## config.mk

```make
export PLATFORM = sky130hd
export DESIGN_NAME = u_seq_rdiv4_flat
export DESIGN_NICKNAME = d
export VERILOG_FILES = /design/src/rtl/u_seq_rdiv4_if.sv /design/src/rtl/u_seq_rdiv4.sv /design/src/flat_wrapper.sv
export SDC_FILE = /design/constraint.sdc
export NUM_CORES = 1
export LEC_CHECK = 0
export CORE_AREA = 2 2 49 60
export DETAILED_ROUTE_END_ITERATION = 10
export DIE_AREA = 0 0 51 62
export PLACE_DENSITY_LB_ADDON = 0.3
export SETUP_SLACK_MARGIN = 0.3
export SYNTH_ARGS = -nofsm -noshare
export SYNTH_HDL_FRONTEND = slang
export SYNTH_SLANG_ARGS = --single-unit
```

## constraint.sdc

```tcl
create_clock -name clk -period 2.6 [get_ports clk]
set_input_delay 0.65 -clock clk [delete_from_list [all_inputs] [get_ports clk]]
set_output_delay 0.65 -clock clk [all_outputs]
set_load 0.005 [all_outputs]
```

## src/rtl/u_seq_rdiv4_if.sv

```systemverilog
// Operand/result handshake bundle for the iterative restoring divider.
// master drives operands and result acceptance; slave is the divider.
interface u_seq_rdiv4_if #(
  parameter int N = 4
);
  logic [N-1:0] a;
  logic [N-1:0] b;
  logic         in_valid;
  logic         in_ready;
  logic         out_valid;
  logic         out_ready;
  logic [N-1:0] u_seq_rdiv4_q;
  logic [N-1:0] u_seq_rdiv4_r;
  logic         div_by_zero;

  modport master (
    output a, b, in_valid, out_ready,
    input  in_ready, out_valid, u_seq_rdiv4_q, u_seq_rdiv4_r, div_by_zero
  );

  modport slave (
    input  a, b, in_valid, out_ready,
    output in_ready, out_valid, u_seq_rdiv4_q, u_seq_rdiv4_r, div_by_zero
  );
endinterface

```

## src/rtl/u_seq_rdiv4.sv

```systemverilog
// Unsigned restoring divider, one quotient bit per clock, valid/ready on both sides.
// a == q*b + r for b != 0; b == 0 falls out of the algorithm as q = all-ones, r = a.
module u_seq_rdiv4 #(
  parameter int N  = 4,
  parameter int CW = 3
) (
  input logic          clk,
  input logic          rst,
  u_seq_rdiv4_if.slave bus
);
  typedef enum logic [1:0] {IDLE, RUN, DONE} state_t;

  state_t        state, state_nx;
  logic [N:0]    p;
  logic [N-1:0]  q;
  logic [N-1:0]  d;
  logic [CW-1:0] cnt;
  logic [N-1:0]  q_out;
  logic [N-1:0]  r_out;
  logic          dbz;

  logic          accept;
  logic          last;
  logic [N:0]    p_sh;
  logic [N-1:0]  q_sh;
  logic [N:0]    t;
  logic [N:0]    p_nx;
  logic [N-1:0]  q_nx;

  assign accept = (state == IDLE) && bus.in_valid;
  assign last   = (cnt == CW'(N - 1));

  // One restoring step: shift {P,Q} left, trial-subtract D, keep T only if no borrow.
  always_comb begin
    p_sh = {p[N-1:0], q[N-1]};
    q_sh = {q[N-2:0], 1'b0};
    t    = p_sh - {1'b0, d};
    p_nx = p_sh;
    q_nx = q_sh;
    if (!t[N]) begin
      p_nx = t;
      q_nx = q_sh | {{(N-1){1'b0}}, 1'b1};
    end
  end

  always_ff @(posedge clk or posedge rst) begin
    if (rst) state <= IDLE;
    else     state <= state_nx;
  end

  always_comb begin
    state_nx = state;
    case (state)
      IDLE:    if (bus.in_valid)  state_nx = RUN;
      RUN:     if (last)          state_nx = DONE;
      DONE:    if (bus.out_ready) state_nx = IDLE;
      default:                    state_nx = IDLE;
    endcase
  end

  always_comb begin
    bus.in_ready  = (state == IDLE);
    bus.out_valid = (state == DONE);
  end

  // Result registers are separate from the working Q/P so q and r survive the next accept.
  always_ff @(posedge clk or posedge rst) begin
    if (rst) begin
      p     <= '0;
      q     <= '0;
      d     <= '0;
      cnt   <= '0;
      q_out <= '0;
      r_out <= '0;
      dbz   <= 1'b0;
    end else begin
      if (accept) begin
        q   <= bus.a;
        d   <= bus.b;
        p   <= '0;
        cnt <= '0;
        dbz <= (bus.b == '0);
      end else if (state == RUN) begin
        p   <= p_nx;
        q   <= q_nx;
        cnt <= cnt + 1'b1;
        if (last) begin
          q_out <= q_nx;
          r_out <= p_nx[N-1:0];
        end
      end
    end
  end

  assign bus.u_seq_rdiv4_q = q_out;
  assign bus.u_seq_rdiv4_r = r_out;
  assign bus.div_by_zero   = dbz;
endmodule
```

## src/flat_wrapper.sv

```systemverilog
// flat-port wrapper written by rule: the top's interface ports become plain ports
module u_seq_rdiv4_flat 
#(
  parameter int N  = 4,
  parameter int CW = 3
)
  (clk, rst, bus_a, bus_b, bus_in_valid, bus_out_ready, bus_in_ready, bus_out_valid, bus_u_seq_rdiv4_q, bus_u_seq_rdiv4_r, bus_div_by_zero);
  u_seq_rdiv4_if #(.N(N)) bus_i ();
  input logic clk;
  input logic rst;
  input wire logic [$bits(bus_i.a)-1:0] bus_a;
  input wire logic [$bits(bus_i.b)-1:0] bus_b;
  input wire logic [$bits(bus_i.in_valid)-1:0] bus_in_valid;
  input wire logic [$bits(bus_i.out_ready)-1:0] bus_out_ready;
  output wire logic [$bits(bus_i.in_ready)-1:0] bus_in_ready;
  output wire logic [$bits(bus_i.out_valid)-1:0] bus_out_valid;
  output wire logic [$bits(bus_i.u_seq_rdiv4_q)-1:0] bus_u_seq_rdiv4_q;
  output wire logic [$bits(bus_i.u_seq_rdiv4_r)-1:0] bus_u_seq_rdiv4_r;
  output wire logic [$bits(bus_i.div_by_zero)-1:0] bus_div_by_zero;
  assign bus_i.a = bus_a;
  assign bus_i.b = bus_b;
  assign bus_i.in_valid = bus_in_valid;
  assign bus_i.out_ready = bus_out_ready;
  assign bus_in_ready = bus_i.in_ready;
  assign bus_out_valid = bus_i.out_valid;
  assign bus_u_seq_rdiv4_q = bus_i.u_seq_rdiv4_q;
  assign bus_u_seq_rdiv4_r = bus_i.u_seq_rdiv4_r;
  assign bus_div_by_zero = bus_i.div_by_zero;
  u_seq_rdiv4 #(.N(N), .CW(CW)) u_core (.clk(clk), .rst(rst), .bus(bus_i));
endmodule
```

==> impl_results.md, run 1 <==
* Outcome: complete, no violations
* #FFs+latches synth at 26
* Reg-to-reg startpoint: u_core.d[0]
* Slew @ Worst Pin at 0.710 ns
* Clk pin slew, worst setup/hold paths at 0.14 ns
* Clock skew at 0.000679 ns
* Detailed Routing Iterations Pass 1 at 3
* Initial DRC Count at 12
* Hold Path End: u_core.bus.u_seq_rdiv4_r[3]
* Share of cells above drive strength 1 at 13.1%
* Post-synth top area share at 51.9%
* Register area share after synthesis at 51.9%
* Reg2Reg Depth at 7
* Top post-synthesis cells by area: dfrtp_1 (52%), mux2_2 (6.3%), ha_1 (6.0%)
* Clk_lat worst skew at 0.32 ns
* Final wirelength at 2.25 mm
* Grt total ovfl at 0
* Sw frac at 37.4%
* RSZ-0062 raised after global routing: yes
* Clk pwr share at 13.3%
* Io pins at 23
* # placed instances at 167
* Global-route wire length before repair at 3.67 mm
* Flop2flop setup slack at 0.36 ns
* CTS Buffer Depth at 2
* CP endpoint kind: flip-flop
* Root buffer cell: clkbuf_4
* WP data required at 2.85 ns
* Main flop type after synthesis: dfrtp_1
* Max H-tree Level at 1
* Syn nets at 132
* Initial Utilization at 47.2%
* Syn Inst Count at 113
* Cell taking the most area after synthesis: dfrtp_1
* Final Setup Violations at 0
* Non-Filler Instances at 171
* Reg-to-reg endpoint: u_core.bus.u_seq_rdiv4_r[0]
* Core Box Area at 0.00265 sq mm
* Yosys warnings at 0
* Fmax at 447 MHz
* Synth-to-Final Area Change at 25.6%
* Seq pwr share at 34.4%
* Initial antenna violation count at 0
* Die Ht at 62 um
* CTS buffer count at 3
* Hpwl dp at 1.73 mm
* Ant diodes at 0
* PwrDens at 1330 mW/mm^2
* Fraction of registers with async set/reset at 100%
* Via/cell ratio at 5.09
* IO buf count at 22
* Site row count at 21
* Mapped Area at 0.00125 sq mm
* Vias at 870
* CTS tree: yes
* Fin nets at 157
* Post-route antenna net violation count at 0
* # DRC at 0
* Placed inst area at 0.00151 sq mm
* Final period util at 86.0%
* Net Sw Power at 0.786 mW
* CP max FO at 5
* Minimum clock period at 2.24 ns
* All-Layer GR Usage at 16.0%
* Synth unique cells at 25
* Largest net degree at the start of global routing at 27
* Wire length per cell at 13.1 um
* Comb pwr share at 52.3%
* Number of global-route vias before repair at 834
* Post-route cell area at 0.00157 sq mm
* Internal at 1.31 mW
* Die W at 51 um
* Setup TNS Final at 0 ns
* Hold Path Depth at 2
* Element type at the critical path start: flip-flop
* Number of synthesized flops with an enable pin at 0
* Leak pwr at 0.706 nW
* Slew headroom at 52.6%
* Max-slew violation count at 0
* CP arrival at 2.48 ns
* Max_cap viols at 0
* Hold_sp: u_core.bus.u_seq_rdiv4_r[3]
* Hold Crit Class: reg2reg
* Worst VDD drop at 711 uV
* Clock Sinks at 26
* Final hold vios at 0
* Post-CTS Setup Inserts at 0
* Final Util at 59.3%
* RePlAce Congestion at 0.902
* Mean Syn Cell Area at 11.1 sq um
* Die area at 0.00316 sq mm
* Setup CP Type: reg2reg
==> power by group through the flow <==
stage          clock, mW  sequential, mW  combinational (mW)
2_1_floorplan          0           0.690               0.798
3_3_place_gp           0           0.724                1.04
3_5_place_dp           0           0.731                1.08
4_1_cts            0.283           0.722                1.09
5_1_grt            0.295           0.746                1.24
6_report           0.278           0.723                1.10
==> critical path, cell delays in order, from the launching register on <==
cell,delay (ns)
dfrtp_1,0.41
ha_1,0.23
fa_1,0.42
nand2b_4,0.17
a21oi_4,0.19
xor2_4,0.26
mux2_4,0.33
o21ai_1,0.15
==> layout by cell type (no fill, tap or decap) <==
master	instances
nand3b_1	1
nor2_1	2
ha_1	6
nand3_1	2
xnor2_1	2
clkbuf_4	3
mux2_4	2
a21oi_4	1
fa_1	1
o21bai_1	1
nor2_2	1
a221oi_1	1
mux2i_1	2
a32oi_1	1
or4_1	1
nand2b_1	2
bufinv_16	1
a22oi_1	3
dfrtp_1	26
mux2_2	7
buf_4	1
clkdlybuf4s50_1	22
nand2b_4	1
o21ai_0	11
o21ai_1	8
nand2_1	15
inv_1	10
nor2b_1	2
xor2_4	1
==> cell usage after synthesis (all sizes together), types with 2 or more instances <==
master,count
a22oi,3
clkbuf,2
dfrtp,26
ha,6
inv,10
mux2,9
mux2i,2
nand2,15
nand2b,3
nand3,2
nor2,3
nor2b,2
o21ai,19
xnor2,2
==> cell families (layout without fill, tap and decap cells) <==
| family | after synthesis | in the layout | synth area share (%) |
|---|---|---|---|
| flip-flops | 26 | 26 | 51.9 |
| AND/OR/NAND/NOR | 27 | 27 | 9.89 |
| multiplexers | 11 | 11 | 10.3 |
| AO/OA/AOI/OAI | 26 | 26 | 12.7 |
| adder cells (fa/ha/maj) | 7 | 7 | 7.59 |
| XOR/XNOR | 3 | 3 | 3.60 |
| buffers and inverters | 13 | 37 | 4.00 |
==> worst max-delay path by stage <==
| stage | startpoint | to | cells after the start |
|---|---|---|---|
| after CTS | u_core.d[0] | u_core.bus.u_seq_rdiv4_r[0] | 7 |
| after global routing | u_core.state[0] | bus_out_valid | 3 |
| after floorplan | u_core.d[0] | u_core.bus.u_seq_rdiv4_r[0] | 7 |
| final | u_core.d[0] | u_core.bus.u_seq_rdiv4_r[0] | 7 |
| after detailed placement | u_core.d[0] | u_core.bus.u_seq_rdiv4_r[2] | 7 |
| after global placement | u_core.d[0] | u_core.bus.u_seq_rdiv4_r[0] | 7 |
==> area by class of cell <==
class | count | area, sq um
clock inverters | 1 | 30.0
inverters | 10 | 37.5
repair buffers | 23 | 228
flip-flops and latches | 26 | 651
clock buffers | 3 | 22.5
fillers | 234 | 1080
multi-input cells | 74 | 562
well taps | 34 | 42.5
==> per-layer routing <==
| layer | global-route usage, % | wire [um] | vias to the layer above |
|---|---|---|---|
| li1 | - | - | 437 |
| met1 | 18.9 | 1000 | 417 |
| met2 | 29.3 | 1170 | 12 |
| met3 | 2.15 | 44 | 4 |
| met4 | 6.95 | 32 | 0 |
| met5 | 0 | 0 | - |
==> flip-flops by register name, indices dropped and copies added (netlist names) <==
name	flops
u_core.state	2
u_core.q	4
u_core.p	4
u_core.bus.u_seq_rdiv4_r	4
u_core.bus.div_by_zero	1
u_core.bus.u_seq_rdiv4_q	4
u_core.d	4
u_core.cnt	3
==> metrics by stage <==
stage | worst slack (ns) | hold slack, ns | power (mW)
after global placement | 0.495 | 0.466 | 1.76
after global routing | 0.294 | 0.529 | 2.28
after detailed placement | 0.400 | 0.480 | 1.82
final | 0.363 | 0.509 | 2.10
after floorplan | 0.540 | 0.450 | 1.49
after CTS | 0.370 | 0.512 | 2.09
==> what timing repair did <==
| item | CTS | global route |
|---|---|---|
| gates resized for setup | 0 | 2 |
| hold endpoints to repair | 0 | 0 |
| endpoints found under the setup margin | 0 | 6 |
| hold buffers | 0 | 0 |
No activity file was read; power rests on OpenSTA's default activity.
==> run 2: changes to the inputs <==
- PLACE_DENSITY_LB_ADDON: 0.3 -> 0.25
==> impl_results.md, run 2 (synthesis gave the netlist of run 1 again) <==
* Core Box Area at 0.00265 sq mm (unchanged)
* Synth-to-Final Area Change at 25.0% (was 25.6%)
* Initial Utilization at 47.2% (unchanged)
* Met1 Resource Use GR at 19.5% (was 18.9%)
* Tot Pwr at 2.05 mW (was 2.10 mW)
* CP arrival at 1.55 ns (was 2.48 ns)
* Global-route wire length before repair at 3.57 mm (was 3.67 mm)
* Hold Path Depth at 2 (unchanged)
* Share of cells above drive strength 1 at 14.5% (was 13.1%)
* Vias at 887 (was 870)
* Hold Crit Class: reg2reg (unchanged)
* Via/cell ratio at 5.16 (was 5.09)
* Placed inst area at 0.00151 sq mm (unchanged)
* Post-route cell area at 0.00157 sq mm (about the same)
* Setup TNS Final at 0 ns (unchanged)
* Fin nets at 158 (was 157)
* Wire length per cell at 13.1 um (about the same)
* Outcome: complete, no violations (unchanged)
* Slew @ Worst Pin at 0.706 ns (was 0.710 ns)
* # DRC at 0 (unchanged)
* Setup CP Type: reg2out (was reg2reg)
* CP endpoint kind: output pin (was flip-flop)
* Fmax at 454 MHz (was 447 MHz)
* Hold Path End: u_core.bus.div_by_zero (was u_core.bus.u_seq_rdiv4_r[3])
* Minimum clock period at 2.20 ns (was 2.24 ns)
* Slew headroom at 52.8% (was 52.6%)
* Die Ht at 62 um (unchanged)
* Post-route antenna net violation count at 0 (unchanged)
* Die area at 0.00316 sq mm (unchanged)
* Met3 Use GR at 2.87% (was 2.15%)
* CTS buffer count at 3 (unchanged)
* PwrDens at 1310 mW/mm^2 (was 1330 mW/mm^2)
* Detailed Routing Iterations Pass 1 at 4 (was 3)
* Root buffer cell: clkbuf_4 (unchanged)
* Leak pwr at 0.702 nW (was 0.706 nW)
* # placed instances at 167 (unchanged)
* Max-slew violation count at 0 (unchanged)
* CTS tree: yes (unchanged)
* Busiest layer in global routing: met2 (unchanged)
* Reg-to-reg startpoint: u_core.d[0] (unchanged)
* RSZ-0062 raised after global routing: no (was yes)
* Final hold vios at 0 (unchanged)
* Clock skew at 0.00769 ns (was 0.000679 ns)
* Site row count at 21 (unchanged)
* Ant diodes at 0 (unchanged)
* Commonest non-fill, non-tap cell in the layout: dfrtp_1 (unchanged)
* Final Util at 59.0% (was 59.3%)
* Hpwl dp at 1.74 mm (was 1.73 mm)
* Clock Sinks at 26 (unchanged)
* Final Setup Violations at 0 (unchanged)
* Reg-to-reg endpoint: u_core.bus.u_seq_rdiv4_r[1] (was u_core.bus.u_seq_rdiv4_r[0])
* Initial DRC Count at 4 (was 12)
* RePlAce Congestion at 0.870 (was 0.902)
* IO buf count at 22 (unchanged)
* CTS Hold Buffers Added at 0 (unchanged)
* Io pins at 23 (unchanged)
* Final period util at 84.7% (was 86.0%)
* M2 GR Usage at 26.9% (was 29.3%)
* Worst VDD drop at 627 uV (was 711 uV)
* Max_cap viols at 0 (unchanged)
* Grt total ovfl at 0 (unchanged)
* Initial antenna violation count at 0 (unchanged)
* Largest net degree at the start of global routing at 27 (unchanged)
* WP data required at 1.95 ns (was 2.85 ns)
* Final wirelength at 2.25 mm (about the same)
* Number of global-route vias before repair at 800 (was 834)
* Reg2Reg Depth at 7 (unchanged)
* Element type at the critical path start: flip-flop (unchanged)
* CP max FO at 9 (was 5)
* Non-Filler Instances at 172 (was 171)
* Max H-tree Level at 1 (unchanged)
* Clk pin slew, worst setup/hold paths at 0.14 ns (about the same)
* Clk_lat worst skew at 0.32 ns (about the same)
* Die W at 51 um (unchanged)
* Hold_sp: u_core.bus.div_by_zero (was u_core.bus.u_seq_rdiv4_r[3])
* All-Layer GR Usage at 15.7% (was 16.0%)
* Flop2flop setup slack at 0.44 ns (was 0.36 ns)
* CTS Buffer Depth at 2 (unchanged)
* Commonest non-fill, non-tap cells in the layout: dfrtp_1 (25), clkdlybuf4s50_1 (22), nand2_1 (15), o21ai_0 (11), inv_1 (10) (was dfrtp_1 (26), clkdlybuf4s50_1 (22), nand2_1 (15), o21ai_0 (11), inv_1 (10))
## run 2: cell types whose count changed in the layout (fill, tap and decap cells not counted)
cell / previous run / this run
buf_4: 1 / 2
bufinv_16: 1 / 0
clkbuf_8: 0 / 1
dfrtp_1: 26 / 25
dfrtp_2: 0 / 1
fa_1: 1 / 0
fa_2: 0 / 1
nor2_1: 2 / 3
nor2_2: 1 / 0
## run 2: stage by stage
step                hold WS, ns  worst slack [ns]
global placement          0.466             0.492
global route              0.535             0.325
CTS                       0.508             0.360
detailed placement        0.475             0.402
finish                    0.498             0.397
floorplan                 0.450             0.540
## run 2: timing repair
action                     CTS  global route
gates resized for setup      0             3
setup endpoints to repair    0             7
buffers inserted             0             1
## run 2: layout make-up
class                   count  area (sq um)
fillers                   238          1090
flip-flops and latches     26           652
multi-input cells          74           562
repair buffers             24           235
well taps                  34          42.5
inverters                  10          37.5
clock buffers               4          36.3
## run 2: worst max-delay path, cell delays in order (launching register included)
cell	delay (ns)
dfrtp_2	0.49
nor2_1	0.21
clkdlybuf4s50_1	0.54
## run 2: worst max-delay path by stage
stage | endpoint | startpoint
detailed placement | u_core.bus.u_seq_rdiv4_r[1] | u_core.q[3]
global route | u_core.bus.u_seq_rdiv4_r[1] | u_core.q[3]
global placement | u_core.bus.u_seq_rdiv4_r[0] | u_core.d[0]
finish | bus_in_ready | u_core.state[0]
floorplan | u_core.bus.u_seq_rdiv4_r[0] | u_core.d[0]
CTS | bus_in_ready | u_core.state[0]
## run 2: layer usage
| metal | part of all wire [%] | up-vias |
|---|---|---|
| met1 | 44 | 427 |
| met4 | 1.2 | 0 |
| li1 | - | 440 |
| met2 | 52 | 16 |
| met3 | 2.6 | 4 |
| met5 | 0 | - |
## run 2: report_power, final
| part | total [mW] | switching (mW) | internal [mW] |
|---|---|---|---|
| Clock | 0.201 | 0.116 | 0.0855 |
| Sequential | 0.725 | 0.138 | 0.587 |
| Combinational | 1.12 | 0.529 | 0.596 |
